$ cat config.mk
export PLATFORM = sky130hd
export DESIGN_NAME = sa_result_drain
export DESIGN_NICKNAME = d
export VERILOG_FILES = /design/src/rtl/sa_result_drain.sv
export SDC_FILE = /design/constraint.sdc
export NUM_CORES = 1
export LEC_CHECK = 0
export BUFFER_PORTS_ARGS = -buffer_cell sky130_fd_sc_hd__buf_2
export CAP_MARGIN = 30
export CORE_ASPECT_RATIO = 1.1
export CORE_MARGIN = 1
export CORE_UTILIZATION = 40
export DETAILED_ROUTE_END_ITERATION = 6
export HOLD_SLACK_MARGIN = 0.02
export SETUP_SLACK_MARGIN = 0.4
export SLEW_MARGIN = 25
export SYNTH_ARGS = -nofsm -noshare
export SYNTH_HDL_FRONTEND = slang
export SYNTH_SLANG_ARGS = --single-unit
$ cat constraint.sdc
create_clock -name clk -period 18.6 [get_ports clk]
set_input_delay 2.79 -clock clk [delete_from_list [all_inputs] [get_ports clk]]
set_output_delay 2.79 -clock clk [all_outputs]
set_load 0.005 [all_outputs]
$ cat src/rtl/sa_result_drain.sv
// sa_result_drain: captures a finished 4x4 systolic-array tile and streams
// its sixteen 32-bit results out one beat at a time on a valid/ready stream.
//
// Ports:
//   clk, rst               clock, async active-high reset
//   sa_done                array completion level (rows valid while high)
//   local_buffer_C0..C3    result rows, [127:96]=col0 .. [31:0]=col3
//   ss_tvalid/tready/tdata/tlast   result stream
//   drain_busy             tile held or streaming
//   drain_done             1-cycle pulse after the last beat handshakes
//   overrun, overrun_clr   sticky "new tile arrived while busy" flag + clear
//
// Build option: define SA_DRAIN_COLMAJOR_EN for column-major beat order
// (beat = 4*col + row); default is row-major (beat = 4*row + col).

module sa_result_drain #(
  parameter int DATA_BITS  = 32,
  parameter int DATAC_BITS = 128,
  parameter int NUM_WORDS  = 16
) (
  input  logic                  clk,
  input  logic                  rst,
  input  logic                  sa_done,
  input  logic [DATAC_BITS-1:0] local_buffer_C0,
  input  logic [DATAC_BITS-1:0] local_buffer_C1,
  input  logic [DATAC_BITS-1:0] local_buffer_C2,
  input  logic [DATAC_BITS-1:0] local_buffer_C3,
  output logic                  ss_tvalid,
  input  logic                  ss_tready,
  output logic [DATA_BITS-1:0]  ss_tdata,
  output logic                  ss_tlast,
  output logic                  drain_busy,
  output logic                  drain_done,
  output logic                  overrun,
  input  logic                  overrun_clr
);

  localparam int BUF_BITS = 4 * DATAC_BITS;
  localparam logic [3:0] LAST_IDX = 4'(NUM_WORDS - 1);

  typedef enum logic {
    S_IDLE,
    S_STREAM
  } state_t;

  state_t               state_q, state_d;
  logic                 done_q;
  logic [BUF_BITS-1:0]  buf_q, buf_d;
  logic [3:0]           idx_q, idx_d;
  logic                 ddone_q, ddone_d;
  logic                 ovr_q, ovr_d;

  logic                 rise;
  logic                 streaming;
  logic                 hs;
  logic [3:0]           pos;
  logic [8:0]           bit_base;
  logic [DATA_BITS-1:0] word;

  assign rise      = sa_done & ~done_q;
  assign streaming = (state_q == S_STREAM);
  assign hs        = streaming & ss_tready;

  // Buffer holds {C0,C1,C2,C3}; row-major position p lives at
  // bits [511-32p -: 32], i.e. base index {~p, 5'b0}.
`ifdef SA_DRAIN_COLMAJOR_EN
  assign pos = {idx_q[1:0], idx_q[3:2]};
`else
  assign pos = idx_q;
`endif

  assign bit_base = {~pos, 5'b00000};
  assign word     = buf_q[bit_base +: DATA_BITS];

  // State register
  always_ff @(posedge clk or posedge rst) begin
    if (rst) begin
      state_q <= S_IDLE;
      done_q  <= 1'b0;
      buf_q   <= '0;
      idx_q   <= '0;
      ddone_q <= 1'b0;
      ovr_q   <= 1'b0;
    end else begin
      state_q <= state_d;
      done_q  <= sa_done;
      buf_q   <= buf_d;
      idx_q   <= idx_d;
      ddone_q <= ddone_d;
      ovr_q   <= ovr_d;
    end
  end

  // Next-state logic
  always_comb begin
    state_d = state_q;
    idx_d   = idx_q;
    buf_d   = buf_q;
    ddone_d = 1'b0;
    ovr_d   = ovr_q;
    unique case (state_q)
      S_IDLE: begin
        if (rise) begin
          buf_d   = {local_buffer_C0, local_buffer_C1,
                     local_buffer_C2, local_buffer_C3};
          idx_d   = '0;
          state_d = S_STREAM;
        end
      end
      S_STREAM: begin
        if (hs) begin
          if (idx_q == LAST_IDX) begin
            idx_d   = '0;
            ddone_d = 1'b1;
            state_d = S_IDLE;
          end else begin
            idx_d = idx_q + 4'd1;
          end
        end
      end
      default: state_d = S_IDLE;
    endcase
    // A new tile while one is still held is dropped; set beats clear.
    if (rise && streaming) begin
      ovr_d = 1'b1;
    end else if (overrun_clr) begin
      ovr_d = 1'b0;
    end
  end

  // Outputs
  always_comb begin
    ss_tvalid  = streaming;
    drain_busy = streaming;
    ss_tlast   = streaming && (idx_q == LAST_IDX);
    ss_tdata   = streaming ? word : '0;
  end

  assign drain_done = ddone_q;
  assign overrun    = ovr_q;

endmodule

==> results.ini <==
[worst_setup_path]
crit_required_ns = 15.81
r2r_start = drain_busy$_DFF_PP0_
arrival_ns = 4.51
rrSetupSlack_ns = 14.26
path_max_fanout = 55
path_class = flip-flop to output pin
reg2reg_depth = 7
cp-start-kind = flip-flop
crit_path_end_kind = output pin
reg2reg_to = buf_q[63]$_DFFE_PP0P_

[outcome]
status = complete, no violations

[sta]
setup_ws_ns = 11.30
maxSlewViolCount = 0
period_share_pct = 39.3
slew_headroom_pct = 34.2
rsz0062_at_grt = false
fin_skew_ns = 0.00977
setup_viol = 0
max_freq_mhz = 137
worst_pin_slew_ns = 0.987
hold_viol = 0
setup_tns_ns = 0
whs_ns = 0.478
fin_crit_ns = 7.30

[hold_path]
hold_path_depth = 1
hold_path_end = buf_q[256]$_DFFE_PP0P_
hold_path.class = flip-flop to flip-flop
hp-start = buf_q[256]$_DFFE_PP0P_

[clock_network]
cts_root_buffer = clkbuf_16
cts_resized = 0
post_cts_buffers = 0
htree_levels = 2
cts_buffers = 58
clock_latency_ns = 0.61
cts_sinks = 520
path_clk_slew_ns = 0.06
cts_hold_buf = 0
cts_tree = done
cts_buffer_depth = 3

[floorplanning]
fp-row-count = 93
dieArea_um2 = 60800
initial_utilization_pct = 40.6
die_h_um = 259
core_area_um2 = 58900
die_width_um = 235
pin_count = 554

[grt]
antenna_found_initial = 46
grt_pass1_wl_mm = 109
gr-total-overflow = 0
grt_pass1_vias = 17000
track_usage_pct = 24.1
grt_max_degree = 119

[drt]
drtPass1Iterations = 5
wl_mm = 73.7
drcViolationCount = 0
ant_nets = 0
vias = 15800
drt_iter0_drc = 939
wl_per_cell_um = 24.5
routed_via_density = 5.26

[finish]
drive_gt1_share_pct = 33.8
nets = 2693
fin_area_um2 = 29200
area_growth_pct = 22.1

[yosys]
yosysTopAreaCell = dfrtp_1
synth_cell_types = 35
yosys_warnings = 0
synth_area_um2 = 23900
synth_nets = 2170
synth.area.top_cells = dfrtp_1 (54%), mux2_1 (22%), mux2i_1 (10%)
ys_seq_area_share_pct = 54.4
syn_inst = 1652
synth.ff_latch_count = 520
synth-edff-count = 0
avgSynthCellArea_um2 = 14.5
async_flop_share_pct = 100
synth_top_area_share_pct = 54.4
synth_ff_type = dfrtp_1

[place]
place_ws_ns = 11.47
dp_hpwl_mm = 54.0
gp_congestion = 0.851
io_buffers = 553
post_dp_cell_area_um2 = 27000

[pwr]
ir_worst_vdd_v = 0.0000878
power.leakage_nw = 14.0
power_density_nw_per_um2 = 172

[flow_run]
cap_viol_max_count = 0

==> through the flow <==
step	total power, W	std cells	util [%]
final	0.00503	3007	49.6
after global routing	0.00534	3003	49.6
after CTS	0.00509	2977	49.3
after detailed placement	0.00383	2870	45.8
after global placement	0.00376	2866	45.6
after floorplan	0.00319	1652	-
==> how the worst max path moves through the flow <==
| stage | start | endpoint | slack (ns) | cells after the start |
|---|---|---|---|---|
| after floorplan | rst | buf_q[0]$_DFFE_PP0P_ | 1.28 | 1 |
| after global placement | sa_done | buf_q[217]$_DFFE_PP0P_ | 11.51 | 7 |
| after detailed placement | sa_done | buf_q[217]$_DFFE_PP0P_ | 11.47 | 7 |
| after CTS | idx_q[0]$_DFFE_PP0P_ | ss_tdata[1] | 10.96 | 7 |
| after global routing | idx_q[0]$_DFFE_PP0P_ | ss_tdata[13] | 11.09 | 7 |
| final | idx_q[0]$_DFFE_PP0P_ | ss_tdata[15] | 11.30 | 8 |
==> registers in the layout, indices dropped and copies added (netlist names) <==
name	flops
buf_q	512
idx_q	4
done_q	1
drain_busy	1
drain_done	1
overrun	1
==> cell usage after synthesis, types with 2 or more instances <==
master / instances
inv_1: 4
mux2_2: 53
mux2_1: 459
buf_12: 10
nor2b_1: 3
buf_4: 43
buf_2: 21
nand2_1: 62
dfrtp_1: 520
buf_6: 25
buf_1: 6
and3_1: 2
a22oi_1: 114
a221oi_1: 4
nand3_1: 2
nor2_1: 3
mux2i_1: 242
o21ai_0: 3
mux4_1: 3
o22ai_1: 25
a221oi_2: 3
and2_1: 2
o21ai_1: 16
mux4_2: 4
clkbuf_1: 13
==> critical path: stages, from the launching register on <==
cell and delay [ns]:
dfrtp_4 1.04, buf_4 0.86, buf_4 0.48, buf_16 0.33, mux2i_1 0.12, a22oi_1 0.34, nand2_1 0.20, o22ai_1 0.17
buf_2 0.19
==> layer usage <==
metal  vias to the layer above  track usage, %  routed length, µm
met1                      8027            30.3              30600
met2                       439            40.0              36000
met3                       161            6.46               4590
met4                        40            8.97               2240
met5                         -               0                243
li1                       7147               -                  -
==> final cells by class <==
type | instances | area, µm²
antenna | 25 | 62.6
multi-input combinational | 1008 | 9940
fill | 5301 | 29700
clock inverter | 26 | 369
sequential | 520 | 13000
clock buffer | 81 | 1710
timing repair buffer | 583 | 3150
tap | 760 | 951
inverter | 4 | 22.5
==> layout by cell type (no fill, tap or decap), types with 2 or more instances in the layout <==
cell type and instances:
buf_2 553, dfrtp_1 519, mux2_1 459, mux2i_1 242
a22oi_1 114, nand2_1 61, clkbuf_16 61, mux2_2 53
diode_2 25, o22ai_1 25, buf_4 20, o21ai_1 16
clkinv_2 12, clkbuf_8 11, clkbuf_1 9, bufinv_16 9
buf_16 6, mux4_2 4, a221oi_1 4, clkinvlp_4 4
inv_1 3, a221oi_2 3, mux4_1 3, o21ai_0 3
buf_12 3, nor2b_4 2, and3_1 2, nor2_1 2
nand3_1 2
==> power breakdown <==
group          leakage (nW)  total, W  internal, W  switching (W)
combinational          6.60   0.00179     0.000854       0.000933
sequential             6.34   0.00200      0.00168       0.000323
clock                  1.02   0.00124     0.000764       0.000479
==> kinds of logic after synthesis <==
| group | count (synthesis) | share of synthesized area (%) |
|---|---|---|
| compound gates | 169 | 5.08 |
| fa+ha+maj | 1 | 0.0523 |
| buf+inv | 124 | 4.26 |
| flops | 520 | 54.4 |
| mux | 761 | 34.9 |
| simple gates | 77 | 1.33 |
No activity file was read; power rests on OpenSTA's default activity.
